<file path="config.mk">
export PLATFORM = sky130hd
export DESIGN_NAME = vram_access_arbiter
export DESIGN_NICKNAME = d
export VERILOG_FILES = /design/src/rtl/vram_access_arbiter.sv
export SDC_FILE = /design/constraint.sdc
export NUM_CORES = 1
export LEC_CHECK = 0
export CAP_MARGIN = 20
export CORE_MARGIN = 2
export CORE_UTILIZATION = 55
export CTS_BUF_LIST = sky130_fd_sc_hd__clkbuf_8
export DETAILED_ROUTE_END_ITERATION = 8
export PLACE_DENSITY = 0.82
export SLEW_MARGIN = 25
export SYNTH_ARGS = -nofsm -noshare
export SYNTH_HDL_FRONTEND = slang
export SYNTH_SLANG_ARGS = --single-unit
</file>
<file path="constraint.sdc">
create_clock -name clk -period 2.58 [get_ports clk]
set_input_delay 0.645 -clock clk [delete_from_list [all_inputs] [get_ports clk]]
set_output_delay 0.645 -clock clk [all_outputs]
set_load 0.02 [all_outputs]
</file>
<file path="src/rtl/vram_access_arbiter.sv">
// ----------------------------------------------------------------------------
// vram_access_arbiter
//
// Purpose:
//   Shares one single-port synchronous video RAM between the VGA scanout
//   and a drawing/game-logic writer. Scanout reads win every slot they
//   claim. Writer requests are buffered in a small FIFO, and the FIFO
//   drains into every slot that scanout does not use.
//
// Ports:
//   clk          system clock (50 MHz)
//   Reset        asynchronous, active-high reset
//   pix_en       one-clk pulse per pixel from the sync generator
//   disp_active  scanout is inside the visible area
//   scan_addr    pixel address to read in this pixel slot
//   wr_valid     writer request valid
//   wr_ready     FIFO can accept a request (not full)
//   wr_addr      writer address
//   wr_data      writer data
//   mem_addr     VRAM address (registered)
//   mem_we       VRAM write enable (registered)
//   mem_wdata    VRAM write data (registered)
//   mem_rdata    VRAM read data, valid one clk after mem_addr
//   pix_data     captured pixel for the RGB stage
//   pix_valid    one-clk pulse when pix_data updates
//   fifo_level   number of queued write requests
// ----------------------------------------------------------------------------
module vram_access_arbiter #(
    parameter int ADDR_W     = 15,
    parameter int DATA_W     = 8,
    parameter int FIFO_DEPTH = 4
) (
    input  logic                          clk,
    input  logic                          Reset,
    input  logic                          pix_en,
    input  logic                          disp_active,
    input  logic [ADDR_W-1:0]             scan_addr,
    input  logic                          wr_valid,
    output logic                          wr_ready,
    input  logic [ADDR_W-1:0]             wr_addr,
    input  logic [DATA_W-1:0]             wr_data,
    output logic [ADDR_W-1:0]             mem_addr,
    output logic                          mem_we,
    output logic [DATA_W-1:0]             mem_wdata,
    input  logic [DATA_W-1:0]             mem_rdata,
    output logic [DATA_W-1:0]             pix_data,
    output logic                          pix_valid,
    output logic [$clog2(FIFO_DEPTH):0]   fifo_level
);

    localparam int PTR_W = $clog2(FIFO_DEPTH);
    localparam int LVL_W = PTR_W + 1;

    // Slot FSM encoding
    localparam logic [1:0] ST_IDLE  = 2'd0;
    localparam logic [1:0] ST_SCAN  = 2'd1;
    localparam logic [1:0] ST_WRITE = 2'd2;

    // ------------------------------------------------------------------
    // Write FIFO state
    // ------------------------------------------------------------------
    logic [ADDR_W-1:0] fifo_addr_q [FIFO_DEPTH];
    logic [DATA_W-1:0] fifo_data_q [FIFO_DEPTH];
    logic [PTR_W-1:0]  wr_ptr_q, wr_ptr_d;
    logic [PTR_W-1:0]  rd_ptr_q, rd_ptr_d;
    logic [LVL_W-1:0]  level_q,  level_d;

    logic fifo_full;
    logic fifo_empty;
    logic push;
    logic pop;
    logic scan_req;

    // ------------------------------------------------------------------
    // Slot / memory-port state
    // ------------------------------------------------------------------
    logic [1:0]        state_q,     state_d;
    logic [ADDR_W-1:0] mem_addr_q,  mem_addr_d;
    logic              mem_we_q,    mem_we_d;
    logic [DATA_W-1:0] mem_wdata_q, mem_wdata_d;

    // ------------------------------------------------------------------
    // Read-return pipeline state
    // ------------------------------------------------------------------
    logic              rd_pend_q,   rd_pend_d;
    logic [DATA_W-1:0] pix_data_q,  pix_data_d;
    logic              pix_valid_q, pix_valid_d;

    // Full/empty come from the registered level only, so a pop at the same
    // edge cannot make room for a push into a full FIFO.
    assign fifo_full  = (level_q == LVL_W'(FIFO_DEPTH));
    assign fifo_empty = (level_q == '0);

    assign scan_req = pix_en & disp_active;
    assign pop      = ~scan_req & ~fifo_empty;
    assign push     = wr_valid & ~fifo_full;

    // ------------------------------------------------------------------
    // FIFO bookkeeping
    // ------------------------------------------------------------------
    always_comb begin
        wr_ptr_d = wr_ptr_q;
        rd_ptr_d = rd_ptr_q;
        level_d  = level_q;

        // Pointers are PTR_W bits wide, so increments wrap modulo depth.
        if (push) begin
            wr_ptr_d = wr_ptr_q + PTR_W'(1);
        end
        if (pop) begin
            rd_ptr_d = rd_ptr_q + PTR_W'(1);
        end

        case ({push, pop})
            2'b10:   level_d = level_q + LVL_W'(1);
            2'b01:   level_d = level_q - LVL_W'(1);
            default: level_d = level_q;
        endcase
    end

    // FIFO storage carries no reset: entries are only ever read behind the
    // read pointer, and the reset clears the level that guards them.
    always_ff @(posedge clk) begin
        if (push) begin
            fifo_addr_q[wr_ptr_q] <= wr_addr;
            fifo_data_q[wr_ptr_q] <= wr_data;
        end
    end

    // ------------------------------------------------------------------
    // Grant decision: scanout first, then the FIFO head, otherwise idle.
    // ------------------------------------------------------------------
    always_comb begin
        state_d     = ST_IDLE;
        mem_addr_d  = mem_addr_q;
        mem_we_d    = 1'b0;
        mem_wdata_d = mem_wdata_q;

        if (scan_req) begin
            state_d    = ST_SCAN;
            mem_addr_d = scan_addr;
        end else if (pop) begin
            state_d     = ST_WRITE;
            mem_addr_d  = fifo_addr_q[rd_ptr_q];
            mem_wdata_d = fifo_data_q[rd_ptr_q];
            mem_we_d    = 1'b1;
        end
    end

    // ------------------------------------------------------------------
    // Read return: the SCAN slot presents its address after E0, the RAM
    // answers after E1, and the pixel is captured at E2.
    // ------------------------------------------------------------------
    always_comb begin
        rd_pend_d   = (state_q == ST_SCAN);
        pix_valid_d = rd_pend_q;
        pix_data_d  = pix_data_q;
        if (rd_pend_q) begin
            pix_data_d = mem_rdata;
        end
    end

    always_ff @(posedge clk or posedge Reset) begin
        if (Reset) begin
            wr_ptr_q    <= '0;
            rd_ptr_q    <= '0;
            level_q     <= '0;
            state_q     <= ST_IDLE;
            mem_addr_q  <= '0;
            mem_we_q    <= 1'b0;
            mem_wdata_q <= '0;
            rd_pend_q   <= 1'b0;
            pix_data_q  <= '0;
            pix_valid_q <= 1'b0;
        end else begin
            wr_ptr_q    <= wr_ptr_d;
            rd_ptr_q    <= rd_ptr_d;
            level_q     <= level_d;
            state_q     <= state_d;
            mem_addr_q  <= mem_addr_d;
            mem_we_q    <= mem_we_d;
            mem_wdata_q <= mem_wdata_d;
            rd_pend_q   <= rd_pend_d;
            pix_data_q  <= pix_data_d;
            pix_valid_q <= pix_valid_d;
        end
    end

    assign wr_ready   = ~fifo_full;
    assign mem_addr   = mem_addr_q;
    assign mem_we     = mem_we_q;
    assign mem_wdata  = mem_wdata_q;
    assign pix_data   = pix_data_q;
    assign pix_valid  = pix_valid_q;
    assign fifo_level = level_q;

endmodule

</file>
==> metrics.yaml, run 1 <==
outcome:
  status: "finished clean"
clocking:
  clk_latency_ns: 0.43
  cts-root-buf: "clkbuf_8"
  numCtsBuffers: 17
  tritoncts: "done"
  post_cts_buffers: 0
  clkSlewWorstSetupHoldPaths_ns: 0.07
  clockBufferDepth: 2
  cts.sinks: 134
  cts.htree.levels: 4
  hold_buffers: 0
floorplanning:
  core-area_um2: 9153
  die-area_um2: 10140
  die_h_um: 100.7
  rows: 35
  start_util_pct: 56.21
  dieWidth_um: 100.7
  pin_count: 88
routing:
  drtPass1Iterations: 4
  drcViolationCount: 0
  drt-total-wl_mm: 9.512
  drt_iter0_markers: 165
  detail_route.vias_per_cell: 5.520
  wire_per_inst_um: 19.33
  num_vias: 2716
  postRouteAntennaNets: 0
sta:
  hold_viol: 0
  tns_ns: 0
  fmax_ghz: 0.4311
  clock_skew_ns: 0.008977
  setup_viol: 0
  rsz0062_at_grt: "no"
  min_period_over_period_pct: 89.91
  tightest_slew_ns: 0.6615
  drv_slew: 0
  min_period_ns: 2.320
  relSlewSlack_pct: 55.83
grt:
  grt_overflow: 0
  antenna_found_initial: 0
  grt_pass1_vias: 2934
  grt_max_degree: 32
  gr-usage-all-layers_pct: 20.70
  grt_pass1_wl_mm: 15.01
hold_path:
  holdPathEnd: "pix_valid_d"
  worstHoldPathType: "reg -> reg"
  whs_path_depth: 1
  hp-start: "mem_we"
pwr:
  fin_total_pwr_w: 0.007888
  p_leak_nw: 2.467
  power.density_nw_per_um2: 1180
  worst_ir_drop_vdd_mv: 0.6455
synth:
  syn_nets: 318
  netlist_instances: 261
  seq_area_frac_synth_pct: 74.12
  yosysUniqueCellTypes: 29
  synth_warnings: 0
  syn_area_um2: 5145
  syn_area_per_cell_um2: 19.71
  ys_ff_latch: 134
setup_path:
  start_kind: "flip-flop"
  timing.rr.start: "fifo_level[0]"
  r2r-end: "fifo_level[2]"
  r2r_slack_ns: 0.26
  cp.required_ns: 2.92
  r2r_cells: 9
  crit_fanout: 6
  worstPathArrival_ns: 2.66
  crit_path_end_kind: "flip-flop"
  crit_type: "reg -> reg"
place:
  finalWeightedCongestion: 0.7216
  io_buffers: 87
  dp_hpwl_mm: 6.162
cells_and_area:
  mostFrequentLayoutCells: "92 x edfxtp_1, 86 x clkdlybuf4s50_1, 41 x dfrtp_1"
  nNetsFinal: 425
  fillers: 564
  syn2layout_area_growth_pct: 29.94
  antennaDiodeCount: 0
  drive_gt1_share_pct: 25.98
  final_common_cell: "edfxtp_1"
job:
  cap_violations: 0
[Yosys cell counts (all sizes together)]
master / number / share of area [%]
and3: 4 / 0.58
o221a: 5 / 1.1
fa: 1 / 0.39
clkbuf: 4 / 0.29
nor2b: 1 / 0.12
mux2: 17 / 3.8
a2111oi: 1 / 0.54
nor2: 1 / 0.073
dfrtp: 42 / 20
nand2b: 5 / 0.61
a22oi: 10 / 1.5
ha: 5 / 1.2
nand3: 11 / 1.1
xnor2: 4 / 0.68
and2: 1 / 0.17
or3b: 1 / 0.22
buf: 8 / 1.2
xor2: 2 / 0.34
mux4: 23 / 10
or3: 1 / 0.22
inv: 9 / 0.66
nand2: 12 / 0.92
edfxtp: 92 / 54
mux2i: 1 / 0.19
[layer usage]
layer  vias to the layer above  GRT usage [%]  wire length (um)
met5                         -              0                 0
met4                         0          7.692               101
met3                         9          6.796               770
met2                       109          33.03              4689
met1                      1357          26.84              3950
li1                       1241              -                 -
[cell type report]
cell class | instances | area (um2) | share of cell area [%]
well taps | 111 | 138.9 | 2.077
clock inverters | 14 | 206.4 | 3.088
inverters | 9 | 33.78 | 0.5053
flip-flops and latches | 134 | 3815 | 57.07
multi-input cells | 106 | 1222 | 18.29
repair buffers | 100 | 1021 | 15.27
clock buffers | 18 | 247.7 | 3.706
[how the worst max path moves through the flow]
stage	startpoint	end	slack [ns]	cells past startpoint
detailed placement	wr_valid	fifo_level[2]	0.15	9
global placement	wr_valid	fifo_level[2]	0.19	9
CTS	fifo_level[0]	wr_ready	0.004	2
global route	fifo_level[0]	fifo_level[2]	0.12	9
floorplan	fifo_level[2]	fifo_level[2]	0.30	9
finish	fifo_level[0]	fifo_level[2]	0.26	9
[state kept, by name (all words and copies together) (netlist names)]
register	cells
fifo_addr_q	60
fifo_data_q	32
fifo_level	3
mem_addr	15
mem_wdata	8
mem_we	1
pix_data	8
pix_valid	1
pix_valid_d	1
rd_ptr_q	2
state_q	1
wr_ptr_q	2
[cells by family (layout without fill, tap and decap cells)]
logic type	Yosys count	in the layout	synth area share, %
xor gates and xnor gates	6	6	1.021
and+or+nand+nor	37	37	3.988
buffers and inverters	21	141	2.115
adders and majority gates	6	6	1.605
AOI/OAI and AO/OA	16	16	3.088
DFF	134	134	74.12
muxes	41	41	14.06
[through the flow]
stage                     setup WS [ns]  area, um2  cells  utilization, %  hold WS (ns)
after global routing             0.1178       6685    492           73.04        0.4516
after CTS                      0.004432       6683    492           73.01        0.4408
after global placement           0.1931       6228    460           68.05        0.4183
after floorplan                  0.3012       5145    261               -        0.3519
after detailed placement         0.1524       6228    460           68.05        0.4294
final                            0.2604       6685    492           73.04        0.4282
[report_power, final]
group | internal, W | switching (W)
clock network | 0.00117 | 0.000765
registers | 0.00295 | 0.000337
logic | 0.00143 | 0.00125
total | 0.00554 | 0.00235
[worst max-delay path: stages, from the launching register on]
cell and delay (ns):
dfrtp_1 0.47, or3b_4 0.46, and2_4 0.19, inv_1 0.06, ha_1 0.17, inv_1 0.06, fa_1 0.37, xor2_1 0.15
nor2_1 0.13, xor2_1 0.19
[timing repair]
item,in CTS,in global routing
endpoints found under the hold margin,0,0
resized for setup,0,1
endpoints found under the setup margin,0,1
(Power assumes the default switching activity.)
==> inputs of run 2 (changes only) <==
--- a/config.mk
+++ b/config.mk
@@ -10,7 +10,7 @@
 export CORE_UTILIZATION = 55
 export CTS_BUF_LIST = sky130_fd_sc_hd__clkbuf_8
 export DETAILED_ROUTE_END_ITERATION = 8
-export PLACE_DENSITY = 0.82
+export PLACE_DENSITY_LB_ADDON = 0.25
 export SLEW_MARGIN = 25
 export SYNTH_ARGS = -nofsm -noshare
 export SYNTH_HDL_FRONTEND = slang
==> run 2 against run 1 <==
  * Largest power group unchanged
  * Critical endpoint unchanged
  * Clock skew down 0.00061 ns
  * Largest cell class unchanged
  * Sequential power barely moved
  * Die area stayed put
  * Highest routed layer unchanged
  * Wire length fell by 2.5%
==> metrics.yaml, run 2 (same netlist as run 1, synthesis figures left out) <==
outcome:
  status: "finished clean"
pwr:
  power.density_nw_per_um2: 1162  # -1.6%
  p_leak_nw: 2.428  # -1.5%
  worst_ir_drop_vdd_mv: 0.4973  # -23%
setup_path:
  worstPathArrival_ns: 2.62  # -0.04 ns
  start_kind: "flip-flop"
  cp.required_ns: 2.92  # about the same
  worstPathCellList: "or3b_4, and2_4, inv_1, ha_1, inv_1, fa_1, xor2_1, nor2_1, xor2_1"
  crit_family: "simple AND/OR/NAND/NOR gates"
  crit_fanout: 6  # unchanged
  cp_slowest_stage_delay_ns: 0.47  # about the same
  critPathSlowestCell: "dfrtp_1"
  path_buf_inv: 2  # unchanged
  crit_path_end_kind: "flip-flop"
  crit_type: "reg -> reg"
routing:
  drcViolationCount: 0  # unchanged
  detail_route.vias_per_cell: 5.582  # +1.1%
  num_vias: 2752  # +1.3%
  wire_per_inst_um: 18.81  # -2.7%
  postRouteAntennaNets: 0  # unchanged
  drt_iter0_markers: 185  # +12%
  drtPass1Iterations: 4  # unchanged
  drt-total-wl_mm: 9.273  # -2.5%
sta:
  min_period_over_period_pct: 88.32  # -1.6 points
  tns_ns: 0  # unchanged
  setup_viol: 0  # unchanged
  min_period_ns: 2.279  # -0.04092 ns
  fmax_ghz: 0.4388  # +1.8%
  drv_slew: 0  # unchanged
  rsz0062_at_grt: "no"
  tightest_slew_ns: 0.3721  # -0.2894 ns
  clock_skew_ns: 0.008371  # -0.0006060 ns
  relSlewSlack_pct: 75.16  # +19 points
  hold_viol: 0  # unchanged
grt:
  grt_pass1_wl_mm: 14.77  # -1.6%
  antenna_found_initial: 0  # unchanged
  grt_pass1_vias: 2959  # +0.85%
  grt_overflow: 0  # unchanged
  gr-usage-all-layers_pct: 19.92  # -0.78 points
  grt_max_degree: 24  # -25%
cells_and_area:
  final_core_util_pct: 72.30  # -0.74 points
  final_common_cell: "edfxtp_1"
  antennaDiodeCount: 0  # unchanged
  nNetsFinal: 426  # +0.24%
  finalNonFillerCells: 493  # +0.20%
  drive_gt1_share_pct: 26.96  # +0.98 points
  largest-register: "fifo_addr_q"
  mostFrequentLayoutCells: "92 x edfxtp_1, 86 x clkdlybuf4s50_1, 40 x dfrtp_1"
  largest_reg_flops: 60  # unchanged
  syn2layout_area_growth_pct: 28.62
clocking:
  cts-root-buf: "clkbuf_8"
  tritoncts: "done"
  post_cts_buffers: 0  # unchanged
  clockBufferDepth: 2  # unchanged
  clkSlewWorstSetupHoldPaths_ns: 0.08  # about the same
  cts.sinks: 134  # unchanged
  cts.htree.levels: 4  # unchanged
  clk_latency_ns: 0.41  # -0.02 ns
  numCtsBuffers: 17  # unchanged
job:
  cap_violations: 0  # unchanged
floorplanning:
  start_util_pct: 56.21  # unchanged
  die_h_um: 100.7  # unchanged
  rows: 35  # unchanged
  die-area_um2: 10140  # unchanged
  pin_count: 88  # unchanged
  dieWidth_um: 100.7  # unchanged
  core-area_um2: 9153  # unchanged
place:
  io_buffers: 87  # unchanged
  finalWeightedCongestion: 0.8082  # +12%
  dp_hpwl_mm: 6.076  # -1.4%
  placed_cells: 461  # +0.22%
hold_path:
  worstHoldPathType: "reg -> reg"
==> run 2: what timing repair did <==
item,CTS,global route
hold buffers,0,0
gates resized for setup,0,2
endpoints found under the setup margin,0,1
==> run 2: report_power, final <==
group	switching, W	total, W	internal, W
clock network	0.000804	0.00176	0.000959
registers	0.000305	0.00326	0.00295
logic	0.00126	0.00267	0.00141
==> run 2: layout make-up <==
| cell class | count | area (um2) |
|---|---|---|
| Sequential cell | 134 | 3816 |
| Clock inverter | 15 | 181.4 |
| Timing Repair Buffer | 101 | 991.0 |
| Inverter | 9 | 33.78 |
| Multi-Input combinational cell | 106 | 1222 |
| Fill cell | 556 | 2535 |
| Tap cell | 111 | 138.9 |
| Clock buffer | 17 | 234.0 |
==> run 2: routing by layer <==
layer	vias up	global-route usage (%)	wire, um
met5	-	0	0
met2	90	33.95	4913
met1	1414	24.33	3706
met4	0	8.219	150
met3	13	5.132	503
li1	1235	-	-
==> run 2: final timing paths <==
kind	startpoint	endpoint	slack (ns)	cells past startpoint
hold reg to reg	mem_we	pix_valid_d	0.44	1
setup / recovery	fifo_level[0]	fifo_level[2]	0.30	9
max in group asynchronous	Reset	rd_ptr_q[0]	1.51	3
min in group asynchronous	Reset	wr_ptr_q[1]	0.52	2
setup reg to reg	fifo_level[0]	fifo_level[2]	0.30	9
hold / removal	mem_we	pix_valid_d	0.44	1
==> run 2: through the flow <==
stage | setup WS [ns] | instance area [um2] | hold WS, ns | total power (W)
after CTS | 0.007237 | 6614 | 0.4344 | 0.007774
after floorplan | 0.3012 | 5145 | 0.3519 | 0.004932
final | 0.3013 | 6618 | 0.4377 | 0.007687
after global placement | 0.1491 | 6198 | 0.4282 | 0.005936
after global routing | 0.2038 | 6618 | 0.4557 | 0.008102
after detailed placement | 0.1070 | 6198 | 0.4248 | 0.006012
==> inputs of run 3 (changes only) <==
--- a/config.mk
+++ b/config.mk
@@ -6,7 +6,6 @@
 export NUM_CORES = 1
 export LEC_CHECK = 0
 export CAP_MARGIN = 20
-export CORE_MARGIN = 2
 export CORE_UTILIZATION = 55
 export CTS_BUF_LIST = sky130_fd_sc_hd__clkbuf_8
 export DETAILED_ROUTE_END_ITERATION = 8
==> run 3 against run 2 <==
  * Maximum frequency hardly changed
  * Critical path depth unchanged
  * Global-route usage grew 0.85 points
  * Clock-buffer cell count stayed put
  * Critical endpoint unchanged
  * Wire length is 0.24% lower
  * Clock skew increased by 0.0057 ns
  * Highest routed layer unchanged
  * Die area is 3.9% lower
==> metrics.yaml, run 3 (same netlist as run 1, synthesis figures left out) <==
cells_and_area:
  fillers: 543  # -2.3%
  drive_gt1_share_pct: 25.86  # -1.1 points
  final_core_util_pct: 74.20  # +1.9 points
  final_common_cell: "edfxtp_1"
  nNetsFinal: 423  # -0.70%
  mostFrequentLayoutCells: "92 x edfxtp_1, 86 x clkdlybuf4s50_1, 41 x dfrtp_1"
  largest_reg_flops: 60  # unchanged
  largest-register: "fifo_addr_q"
  syn2layout_area_growth_pct: 28.23
  finalNonFillerCells: 487  # -1.2%
  antennaDiodeCount: 0  # unchanged
  fin_area_um2: 6598  # -0.30%
floorplanning:
  die-area_um2: 9746  # -3.9%
  dieWidth_um: 98.72  # -2.0%
  pin_count: 88  # unchanged
  start_util_pct: 57.87  # +1.7 points
  core-area_um2: 8891  # -2.9%
  rows: 34  # -2.9%
  die_h_um: 98.72  # -2.0%
grt:
  gr-usage-all-layers_pct: 20.77  # +0.85 points
  grt_max_degree: 43  # +79%
  grt_pass1_vias: 2914  # -1.5%
  grt_overflow: 0  # unchanged
  antenna_found_initial: 0  # unchanged
  grt_pass1_wl_mm: 14.61  # -1.1%
clocking:
  cts-root-buf: "clkbuf_8"
  clkSlewWorstSetupHoldPaths_ns: 0.08  # about the same
  cts.sinks: 134  # unchanged
  clk_latency_ns: 0.42  # about the same
  cts.htree.levels: 4  # unchanged
  tritoncts: "done"
  numCtsBuffers: 17  # unchanged
  clockBufferDepth: 2  # unchanged
setup_path:
  r2r_slack_ns: 0.30  # about the same
  r2r-end: "fifo_level[2]"
  critPathSlowestCell: "dfrtp_1"
  crit_fanout: 6  # unchanged
  r2r_cells: 9  # unchanged
  path_buf_inv: 2  # unchanged
  timing.rr.start: "fifo_level[0]"
  cp.required_ns: 2.91  # about the same
  worstPathArrival_ns: 2.61  # about the same
  start_kind: "flip-flop"
  cp_slowest_stage_delay_ns: 0.47  # about the same
  crit_path_end_kind: "flip-flop"
  crit_family: "simple AND/OR/NAND/NOR gates"
  worstPathCellList: "or3b_4, and2_4, inv_1, ha_1, inv_1, fa_1, xor2_1, nor2_1, xor2_1"
  crit_type: "reg -> reg"
sta:
  drv_slew: 0  # unchanged
  clock_skew_ns: 0.01405  # +0.005681 ns
  rsz0062_at_grt: "no"
  tightest_slew_ns: 0.5801  # +0.2080 ns
  layout_setup_ws_ns: 0.3008  # -0.0004820 ns
  fmax_ghz: 0.4388  # about the same
  relSlewSlack_pct: 61.33  # -14 points
  min_period_over_period_pct: 88.34  # about the same
  tns_ns: 0  # unchanged
  setup_viol: 0  # unchanged
  min_period_ns: 2.279  # +0.0004820 ns
  hold_viol: 0  # unchanged
hold_path:
  whs_path_depth: 1  # unchanged
  hp-start: "mem_we"
  holdPathEnd: "pix_valid_d"
  worstHoldPathType: "reg -> reg"
routing:
  detail_route.vias_per_cell: 5.610  # +0.50%
  drcViolationCount: 0  # unchanged
  num_vias: 2732  # -0.73%
  drt-total-wl_mm: 9.251  # -0.24%
  wire_per_inst_um: 19.00  # +0.99%
  drtPass1Iterations: 4  # unchanged
  postRouteAntennaNets: 0  # unchanged
  drt_iter0_markers: 143  # -23%
pwr:
  worst_ir_drop_vdd_mv: 0.5578  # +12%
  power.density_nw_per_um2: 1168  # +0.52%
  p_leak_nw: 2.434  # +0.23%
place:
  io_buffers: 87  # unchanged
  placed_cells: 455  # -1.3%
  dp_hpwl_mm: 5.717  # -5.9%
  finalWeightedCongestion: 0.7144  # -12%
  post_dp_cell_area_um2: 6172  # -0.42%
  place_ws_ns: 0.1140  # +0.006974 ns
job:
  cap_violations: 0  # unchanged
outcome:
  status: "finished clean"
-- run 3: layer usage --
metal / wire (um) / vias up / part of all wire, % / GRT usage (%)
li1: - / 1227 / - / -
met1: 3787 / 1407 / 41 / 25.37
met2: 4901 / 88 / 53 / 35.37
met3: 431 / 10 / 4.7 / 4.823
met4: 131 / 0 / 1.4 / 9.989
met5: 0 / - / 0 / 0
-- run 3: metrics by stage --
step / hold slack, ns / power [W]
floorplan: 0.3519 / 0.004932
global placement: 0.4300 / 0.005895
detailed placement: 0.4302 / 0.005969
CTS: 0.4565 / 0.007793
global route: 0.4823 / 0.008084
finish: 0.4578 / 0.007704
-- run 3: repair_timing --
action | CTS | global route
gates resized for setup | 0 | 1
endpoints found under the setup margin | 0 | 1
buffers inserted | 0 | 0
hold buffers | 0 | 0
-- run 3: worst max path at each step --
stage	startpoint	end	slack [ns]	depth (start not counted)
2_1_floorplan	fifo_level[2]	fifo_level[2]	0.30	9
3_3_place_gp	pix_en	fifo_level[2]	0.17	10
3_5_place_dp	pix_en	fifo_level[2]	0.11	10
4_1_cts	fifo_level[0]	wr_ready	0.005	2
5_1_grt	fifo_level[0]	fifo_level[2]	0.16	9
6_report	fifo_level[0]	fifo_level[2]	0.30	9
-- run 3: final cells by class --
class                      count  area, um2  share of cell area, %
clock buffer                  17      234.0                  3.546
clock inverter                15      188.9                  2.864
inverter                       9      33.78                 0.5120
multi-input combinational    106       1222                  18.53
sequential                   134       3815                  57.82
tap                          108      135.1                  2.048
timing repair buffer          98      968.4                  14.68
-- run 3: where the power goes --
group | total (W) | switching (W) | internal [W] | leakage (nW)
combinational | 0.00258 | 0.00120 | 0.00139 | 0.882
sequential | 0.00331 | 0.000358 | 0.00295 | 1.34
clock | 0.00181 | 0.000771 | 0.00104 | 0.212
